**src/rtl/a7_bus_pkg.sv**
```systemverilog
// rtl/a7_bus_pkg.sv - shared constants, state encoding and frame helper for the A7 serial bus master
package a7_bus_pkg;

    localparam logic [7:0] OP_RD      = 8'h01;
    localparam logic [7:0] OP_WR      = 8'h02;
    localparam int         FRAME_BITS = 12;
    localparam int         CMD_BYTES  = 5;
    localparam logic [7:0] TO_STATUS  = 8'hFF;

    typedef enum logic [1:0] {
        IDLE,
        SEND,
        WAIT,
        DONE
    } state_t;

    // Line format, MSB first: two leading zeros, start bit, flag, data byte.
    function automatic logic [FRAME_BITS-1:0] make_frame(input logic flag, input logic [7:0] data);
        return {2'b00, 1'b1, flag, data};
    endfunction

endpackage

```
**src/rtl/a7_rx_frame.sv**
```systemverilog
// rtl/a7_rx_frame.sv - serial frame receiver: input register, 12-bit shifter and accept detect
module a7_rx_frame
    import a7_bus_pkg::*;
(
    input  logic       clk,
    input  logic       rst_n,
    input  logic       ser_in,
    output logic       byte_valid,
    output logic [7:0] rx_byte,
    output logic       flag
);

    logic                  ser_q;
    logic [FRAME_BITS-1:0] shreg;

    // The start bit reaches the top once the next two zero bits (gap or the
    // following frame's leading zeros) are already shifted in behind d0.
    assign byte_valid = shreg[FRAME_BITS-1] & ~shreg[1] & ~shreg[0];
    assign rx_byte    = shreg[9:2];
    assign flag       = shreg[10];

    always_ff @(posedge clk or negedge rst_n) begin
        if (!rst_n) begin
            ser_q <= 1'b0;
            shreg <= '0;
        end else begin
            ser_q <= ser_in;
            if (byte_valid)
                shreg <= {{(FRAME_BITS-1){1'b0}}, ser_q};
            else
                shreg <= {shreg[FRAME_BITS-2:0], ser_q};
        end
    end

endmodule

```
**src/rtl/a7_bus_master.sv**
```systemverilog
// rtl/a7_bus_master.sv - serial register-transaction sequencer; A7_BUS_MASTER_STATS_EN adds frame counters
module a7_bus_master
    import a7_bus_pkg::*;
#(
    parameter int GAP     = 4,
    parameter int TIMEOUT = 4096,
    parameter int TW      = 13
) (
    input  logic        clk,
    input  logic        rst_n,
    input  logic        req_valid,
    output logic        req_ready,
    input  logic        req_wr,
    input  logic [15:0] req_addr,
    input  logic [15:0] req_wrdata,
    output logic        rsp_valid,
    output logic        rsp_err,
    output logic [7:0]  rsp_status,
    output logic [15:0] rsp_rddata,
    output logic        busy,
`ifdef A7_BUS_MASTER_STATS_EN
    output logic [15:0] stat_tx,
    output logic [15:0] stat_rx,
    output logic [15:0] stat_timeouts,
    output logic [15:0] stat_stray,
`endif
    output logic        ser_out,
    input  logic        ser_in
);

    localparam int SLOT = FRAME_BITS + GAP;
    localparam int BW   = $clog2(SLOT);

    state_t                state;
    logic [2:0]            byte_cnt;
    logic [BW-1:0]         bit_cnt;
    logic [TW-1:0]         to_cnt;
    logic                  wr_q;
    logic [15:0]           addr_q;
    logic [15:0]           wd_q;
    // Only the low three response bytes are ever reported, so older bytes
    // (and missing ones, which read as zero) need no storage.
    logic [23:0]           word;
    logic [23:0]           next_word;
    logic [7:0]            cur_byte;
    logic [FRAME_BITS-1:0] frame_sh;
    logic                  tx_bit;
    logic                  rx_valid;
    logic [7:0]            rx_byte;
    logic                  rx_flag;

    assign req_ready = (state == IDLE);
    assign busy      = (state != IDLE);

    a7_rx_frame u_rx (
        .clk        (clk),
        .rst_n      (rst_n),
        .ser_in     (ser_in),
        .byte_valid (rx_valid),
        .rx_byte    (rx_byte),
        .flag       (rx_flag)
    );

    always_comb begin
        cur_byte = 8'h00;
        case (byte_cnt)
            3'd0:    cur_byte = wr_q ? OP_WR : OP_RD;
            3'd1:    cur_byte = addr_q[15:8];
            3'd2:    cur_byte = addr_q[7:0];
            3'd3:    cur_byte = wr_q ? wd_q[15:8] : 8'h00;
            default: cur_byte = wr_q ? wd_q[7:0] : 8'h00;
        endcase
        // Shifting past the frame length yields the zero gap bits for free.
        frame_sh  = make_frame(byte_cnt == 3'(CMD_BYTES-1), cur_byte) << bit_cnt;
        tx_bit    = frame_sh[FRAME_BITS-1];
        next_word = {word[15:0], rx_byte};
    end

    always_ff @(posedge clk or negedge rst_n) begin
        if (!rst_n) begin
            state      <= IDLE;
            byte_cnt   <= '0;
            bit_cnt    <= '0;
            to_cnt     <= '0;
            wr_q       <= 1'b0;
            addr_q     <= '0;
            wd_q       <= '0;
            word       <= '0;
            ser_out    <= 1'b0;
            rsp_valid  <= 1'b0;
            rsp_err    <= 1'b0;
            rsp_status <= '0;
            rsp_rddata <= '0;
        end else begin
            rsp_valid <= 1'b0;
            case (state)
                IDLE: begin
                    ser_out <= 1'b0;
                    if (req_valid) begin
                        wr_q     <= req_wr;
                        addr_q   <= req_addr;
                        wd_q     <= req_wrdata;
                        word     <= '0;
                        byte_cnt <= '0;
                        bit_cnt  <= '0;
                        state    <= SEND;
                    end
                end
                SEND: begin
                    ser_out <= tx_bit;
                    if (bit_cnt == BW'(SLOT-1)) begin
                        bit_cnt <= '0;
                        if (byte_cnt == 3'(CMD_BYTES-1)) begin
                            to_cnt <= '0;
                            state  <= WAIT;
                        end else begin
                            byte_cnt <= byte_cnt + 3'd1;
                        end
                    end else begin
                        bit_cnt <= bit_cnt + 1'b1;
                    end
                end
                WAIT: begin
                    ser_out <= 1'b0;
                    if (rx_valid)
                        word <= next_word;
                    // A flagged frame takes priority over a coincident timeout.
                    if (rx_valid && rx_flag) begin
                        state      <= DONE;
                        rsp_valid  <= 1'b1;
                        rsp_err    <= 1'b0;
                        rsp_status <= next_word[7:0];
                        rsp_rddata <= next_word[23:8];
                    end else if (to_cnt == TW'(TIMEOUT)) begin
                        state      <= DONE;
                        rsp_valid  <= 1'b1;
                        rsp_err    <= 1'b1;
                        rsp_status <= TO_STATUS;
                        rsp_rddata <= '0;
                    end else begin
                        to_cnt <= to_cnt + 1'b1;
                    end
                end
                default: begin
                    ser_out <= 1'b0;
                    state   <= IDLE;
                end
            endcase
        end
    end

`ifdef A7_BUS_MASTER_STATS_EN
    always_ff @(posedge clk or negedge rst_n) begin
        if (!rst_n) begin
            stat_tx       <= '0;
            stat_rx       <= '0;
            stat_timeouts <= '0;
            stat_stray    <= '0;
        end else begin
            if (state == SEND && bit_cnt == BW'(FRAME_BITS-1))
                stat_tx <= stat_tx + 16'd1;
            if (rx_valid)
                stat_rx <= stat_rx + 16'd1;
            if (rx_valid && state != WAIT)
                stat_stray <= stat_stray + 16'd1;
            if (state == WAIT && !(rx_valid && rx_flag) && to_cnt == TW'(TIMEOUT))
                stat_timeouts <= stat_timeouts + 16'd1;
        end
    end
`endif

endmodule

```
**config.mk**
```make
export PLATFORM = sky130hd
export DESIGN_NAME = a7_bus_master
export DESIGN_NICKNAME = d
export VERILOG_FILES = /design/src/rtl/a7_bus_pkg.sv /design/src/rtl/a7_rx_frame.sv /design/src/rtl/a7_bus_master.sv
export SDC_FILE = /design/constraint.sdc
export NUM_CORES = 1
export LEC_CHECK = 0
export ABC_AREA = 1
export BUFFER_PORTS_ARGS = -buffer_cell sky130_fd_sc_hd__buf_2
export CAP_MARGIN = 20
export CORE_ASPECT_RATIO = 1.25
export CORE_MARGIN = 2
export CORE_UTILIZATION = 39
export DETAILED_ROUTE_END_ITERATION = 10
export PLACE_DENSITY = 0.65
export SKIP_CTS_REPAIR_TIMING = 1
export SYNTH_ARGS = -nofsm -noshare
export SYNTH_HDL_FRONTEND = slang
export SYNTH_HIERARCHICAL = 1
export SYNTH_SLANG_ARGS = --single-unit
```
**constraint.sdc**
```tcl
create_clock -name clk -period 4.95 [get_ports clk]
set_input_delay 0.99 -clock clk [delete_from_list [all_inputs] [get_ports clk]]
set_output_delay 0.99 -clock clk [all_outputs]
set_load 0.1 [all_outputs]
```
==> results.json, run 1 <==
{
  "status": "finished clean",
  "cts_buffers": 9,
  "mostFrequentLayoutCell": "nand2_1",
  "dp_hpwl_um": 8036,
  "vias": 3940,
  "yosys_warnings": 6,
  "netlist_area_um2": 5289,
  "timing.slew.headroom": 0.4080,
  "die_w_um": 108.2,
  "std_cell_rows": 47,
  "r2r_setup_slack_ps": 2060,
  "grt_pass1_wl_um": 18630,
  "first_iter_violations": 217,
  "place_area_um2": 5650,
  "firstDrtPassIters": 4,
  "worstPathRequired_ps": 5160,
  "vias_per_cell": 4.894,
  "initial_core_util": 0.3997,
  "critPathLaunchType": "flip-flop",
  "syn_nets": 630,
  "grt_antenna_before_repair": 0,
  "grt_pass1_vias": 3994,
  "drive_gt1_frac": 0.2145,
  "hold_viol_final": 0,
  "finalSetupViolCount": 0,
  "fin_ws_ps": 2065,
  "place_ws_ps": 2009,
  "cts_tree": "yes",
  "power.density_nw_per_um2": 588.7,
  "critPathKind": "flip-flop to flip-flop",
  "vdd.ir_drop.worst_mv": 0.4028,
  "clock-sinks": 111,
  "multiInputGateArea_um2": 2098,
  "synth-seq-cells": 111,
  "io_pins": 66,
  "drc": 0,
  "synthCells": 581,
  "worst_slew_pin_slew_ps": 885.9,
  "layout_common_cells": "nand2_1 (133), dfrtp_1 (111), buf_2 (64)",
  "stdcell_area_um2": 5981,
  "insertedDiodeCount": 0,
  "cts_buffer_depth": 2,
  "finalCritPeriodShare": 0.5829,
  "synth_area_leaders": "dfrtp_1 (53%), nand2_1 (9.4%), mux2_2 (5.7%), nand3_1 (4.1%), nor2_1 (3.9%)",
  "critPathMaxFanout": 19,
  "root_buffer": "clkbuf_16",
  "period_needed_ps": 2885,
  "cts_htree_levels": 3,
  "p_leak_nw": 2.989,
  "grt_start_max_net_pins": 79,
  "clock_latency_ps": 360,
  "finalWeightedCongestion": 0.8267,
  "grt_overflow_total": 0,
  "yosys.area.top_type": "dfrtp_1",
  "ys_types": 36,
  "ant_nets": 0,
  "rsz0062_at_grt": "no",
  "wl_um": 11170,
  "worstPathArrival_ps": 3100,
  "hold_class": "flip-flop to flip-flop",
  "avgSynthCellArea_um2": 9.103,
  "ff_latch_area_um2": 2778,
  "synth_edf_count": 0,
  "fmax_ghz": 0.3466,
  "seq_area_frac_synth": 0.5252,
  "async_flop_share": 1.000,
  "coreArea_um2": 13230,
  "drv_cap": 0,
  "skew_ps": 9.231,
  "synth_top_cell_area_share": 0.5252,
  "synthToLayoutAreaGrowth_pct": 13.08,
  "wl_per_cell_um": 13.87,
  "clk_pin_slew_ps": 70,
  "drv_slew": 0,
  "dieArea_um2": 14510,
  "synth_flop_cell": "dfrtp_1",
  "grt_use_total": 0.1633,
  "fillCellCount": 1287,
  "port_buffers": 65,
  "nNetsFinal": 678,
  "finalSetupTns_ps": 0,
  "fp.dieH_um": 134.2,
  "cp-end-kind": "flip-flop"
}
-- kinds of logic (layout without fill, tap and decap cells) --
logic type	count (synthesis)	after routing	share of synthesized area
DFF	111	111	0.5252
and+or+nand+nor	264	264	0.2205
xor gates and xnor gates	11	11	0.01822
muxes	27	27	0.05749
buffers and inverters	87	140	0.07807
adders and majority gates	12	12	0.02839
AOI/OAI and AO/OA	69	69	0.07215
-- state kept, by name, summed over array words and instances, names as in the netlist --
register    cells
addr_q         16
bit_cnt         4
byte_cnt        3
rsp_err         1
rsp_rddata     16
rsp_status      8
rsp_valid       1
ser_out         1
state           2
to_cnt         13
u_rx/ser_q      1
u_rx/shreg     12
wd_q           16
word           16
wr_q            1
-- report_power, final --
part           internal (W)  total [W]  switching, W
Sequential          0.00117    0.00135      0.000182
Combinational      0.000415    0.00144       0.00102
Clock              0.000358   0.000727      0.000369
-- worst max-delay path, cell delays in order (launching register included) --
cell and delay (ps):
dfrtp_1 420, inv_1 100, ha_1 570, inv_4 200
nor2_2 630, inv_2 130, nand2_2 260, nor2_1 250
nand2_1 110, o21ai_0 70
-- cells in the mapped netlist (4+ instances only) --
master and instances:
nor3_1 6, a21oi_1 30, nor2_1 55, nand2_2 12, dfrtp_1 111, nand3b_1 4, o21ai_0 21, xnor2_1 4
mux2_2 27, nand2_1 133, o21ai_1 5, buf_4 11, o31ai_1 9, inv_1 53, xor2_1 7, nand3_1 43
buf_2 5, ha_1 12, clkbuf_1 12
-- cell type report --
| type | instances | area share |
|---|---|---|
| Sequential cell | 111 | 0.4644 |
| Multi-Input combinational cell | 383 | 0.3508 |
| Timing Repair Buffer | 68 | 0.06192 |
| Clock buffer | 9 | 0.03766 |
| Inverter | 56 | 0.03640 |
| Tap cell | 171 | 0.03577 |
| Clock inverter | 7 | 0.01297 |
-- final timing paths --
path / start / end / depth (start not counted)
setup / recovery: state[0] / to_cnt[2] / 9
hold / removal: u_rx/ser_q / u_rx/shreg[0] / 0
setup reg to reg: state[0] / to_cnt[2] / 9
hold reg to reg: u_rx/ser_q / u_rx/shreg[0] / 0
max in group asynchronous: rst_n / to_cnt[10] / 3
min in group asynchronous: rst_n / wd_q[7] / 1
-- routing by layer --
metal | track usage | vias to the layer above | routed length (µm)
met5 | 0 | - | 0
met4 | 0.05983 | 0 | 240
met3 | 0.04033 | 17 | 527
met2 | 0.2771 | 77 | 5519
met1 | 0.2006 | 1885 | 4879
li1 | - | 1961 | -
-- through the flow --
| stage | util | cells | total power (W) | hold slack, ps |
|---|---|---|---|---|
| floorplan | - | 581 | 0.002526 | 331.2 |
| global placement | 0.4270 | 788 | 0.002764 | 342.5 |
| detailed placement | 0.4270 | 788 | 0.002813 | 338.0 |
| CTS | 0.4499 | 804 | 0.003553 | 359.8 |
| global route | 0.4520 | 805 | 0.003751 | 380.8 |
| finish | 0.4520 | 805 | 0.003521 | 360.7 |
Power figures use the tool's default switching activity.
==> inputs of run 2 (changes only) <==
- ABC_AREA: 1 -> 0
- PLACE_DENSITY: 0.65 -> 0.66
- clock period: 4.95 -> 2.9 ns (I/O delays scaled with it)
==> results.json, run 2 <==
{
  "period_needed_ps": 2571,
  "finalSetupTns_ps": 0,
  "netlist_area_um2": 4896,
  "synth_area_leaders": "dfrtp_1 (57%), mux2_2 (8.3%), nand2_1 (3.4%), a22o_1 (3.2%), ha_1 (3.1%)",
  "hold_viol_final": 0,
  "grt_pass1_vias": 3465,
  "grt_use_total": 0.1555,
  "grt_antenna_before_repair": 0,
  "std_cell_rows": 45,
  "synth_edf_count": 0,
  "critPathKind": "flip-flop to flip-flop",
  "async_flop_share": 1.000,
  "critPathMaxFanout": 9,
  "clk_pin_slew_ps": 80,
  "yosys.area.top_type": "dfrtp_1",
  "worstReg2RegStart": "byte_cnt[0]",
  "vias": 3384,
  "wl_um": 9686,
  "insertedDiodeCount": 0,
  "grt_start_max_net_pins": 54,
  "avgSynthCellArea_um2": 11.52,
  "wl_per_cell_um": 14.92,
  "synthToLayoutAreaGrowth_pct": 15.49,
  "skew_ps": 9.997,
  "crit_slowest_cell": "or3_1",
  "startpoint": "byte_cnt[0]",
  "worstPathArrival_ps": 2860,
  "synth-seq-cells": 111,
  "power.density_nw_per_um2": 1049,
  "die_w_um": 104.2,
  "vdd.ir_drop.worst_mv": 0.4727,
  "synthCells": 425,
  "r2r_setup_slack_ps": 330,
  "nNetsFinal": 529,
  "whs_ps": 153.6,
  "cp-end-kind": "flip-flop",
  "drc": 0,
  "mostFrequentLayoutCell": "dfrtp_1",
  "dp_hpwl_um": 6933,
  "ff_latch_area_um2": 2778,
  "place_ws_ps": 420.8,
  "initial_core_util": 0.4007,
  "synth_common_cells": "dfrtp_1 (111), nand2_1 (44), mux2_2 (36), nand3_1 (27), nor2_1 (24)",
  "vias_per_cell": 5.214,
  "grt_pass1_wl_um": 16700,
  "drv_cap": 0,
  "critPathLaunchType": "flip-flop",
  "io_pins": 66,
  "synth_top_cell_area_share": 0.5673,
  "fin_ws_ps": 329.0,
  "synth_most_common_cell": "dfrtp_1",
  "worstPathRequired_ps": 3190,
  "grt_overflow_total": 0,
  "place_area_um2": 5349,
  "yosys_warnings": 6,
  "fillCellCount": 1127,
  "port_buffers": 65,
  "cts_buffer_depth": 2,
  "rr_worst_depth": 8,
  "cts_tree": "yes",
  "drv_slew": 0,
  "crit_chain": "inv_1 -> ha_1 -> or3_1 -> a21oi_2 -> a31oi_1 -> or3_1 -> o32ai_1 -> o41a_1",
  "firstDrtPassIters": 4,
  "ant_nets": 0,
  "cts_buffers": 9,
  "synth_flop_cell": "dfrtp_1",
  "finalCritPeriodShare": 0.8865,
  "stdcell_area_um2": 5654,
  "timing.critical_path.mode_cell": "or3_1",
  "r2r-end": "ser_out",
  "clock-sinks": 111,
  "dieArea_um2": 13470,
  "cpPeakStageDelay_ps": 430,
  "layout_common_cells": "dfrtp_1 (111), buf_2 (64), nand2_1 (44)",
  "fp.dieH_um": 129.3,
  "coreArea_um2": 12220,
  "fmax_ghz": 0.3890,
  "p_leak_nw": 2.696,
  "clock_latency_ps": 360,
  "root_buffer": "clkbuf_16",
  "hold_class": "primary input to asynchronous set/reset pin",
  "ys_types": 47,
  "timing.slew.headroom": 0.4825,
  "rsz0062_at_grt": "no",
  "finalWeightedCongestion": 0.8216,
  "multiInputGateArea_um2": 1909,
  "seq_area_frac_synth": 0.5673,
  "first_iter_violations": 151,
  "syn_nets": 474,
  "drive_gt1_frac": 0.2680,
  "worst_slew_pin_slew_ps": 765.5,
  "finalSetupViolCount": 0,
  "status": "finished clean",
  "cts_htree_levels": 3
}
[run 2: changes by cell type in the layout (fill, tap and decap cells not counted), sizes merged, moves of 15 or more]
cell   before  now
a21oi      30    9
a22o        0   18
nand2     145   44
nor2       58   24
nand3      43   27
o21ai      28   13
inv        58   19
[run 2: routing by layer]
metal	track usage	routed length, µm
met3	0.03320	383
met1	0.1994	4419
met4	0.07313	248
met5	0	0
met2	0.2543	4634
[run 2: area by class of cell]
| cell class | count | share of cell area |
|---|---|---|
| Inverter | 15 | 0.009958 |
| Multi-Input combinational cell | 270 | 0.3377 |
| Sequential cell | 111 | 0.4913 |
| Tap cell | 164 | 0.03629 |
| Clock buffer | 10 | 0.04050 |
| Timing Repair Buffer | 73 | 0.07081 |
| Clock inverter | 6 | 0.01350 |
[run 2: cells by family after synthesis]
logic type / Yosys count / synth area share
AND/OR/NAND/NOR: 129 / 0.1270
flip-flops: 111 / 0.5673
AO/OA/AOI/OAI: 81 / 0.1273
buffers and inverters: 44 / 0.04319
multiplexers: 37 / 0.08485
adder cells (fa/ha/maj): 12 / 0.03067
XOR/XNOR: 11 / 0.01968
[run 2: worst max path at each step]
stage / endpoint / slack [ps] / cells after the start
finish: ser_out / 330 / 8
global route: ser_out / 190 / 8
CTS: ser_out / 390 / 8
detailed placement: ser_out / 420 / 8
global placement: ser_out / 490 / 8
floorplan: word[10] / 170 / 8
[run 2: where the power goes]
group	total (W)	internal (W)	switching, W
registers	0.00238	0.00201	0.000367
clock network	0.00129	0.000688	0.000599
logic	0.00227	0.000770	0.00150
[run 2: worst max-delay path, delay by kind of cell (launching register included)]
kind / cells / cell delay, ps
simple gates: 2 / 750
flops: 1 / 410
compound gates: 4 / 960
fa+ha+maj: 1 / 310
buf+inv: 1 / 80
[run 2: stage by stage]
stage	utilization	std cells	total power, W
after floorplan	-	425	0.004157
after global placement	0.4378	633	0.004608
after detailed placement	0.4378	633	0.004685
after CTS	0.4628	649	0.005973
after global routing	0.4628	649	0.006305
final	0.4628	649	0.005932
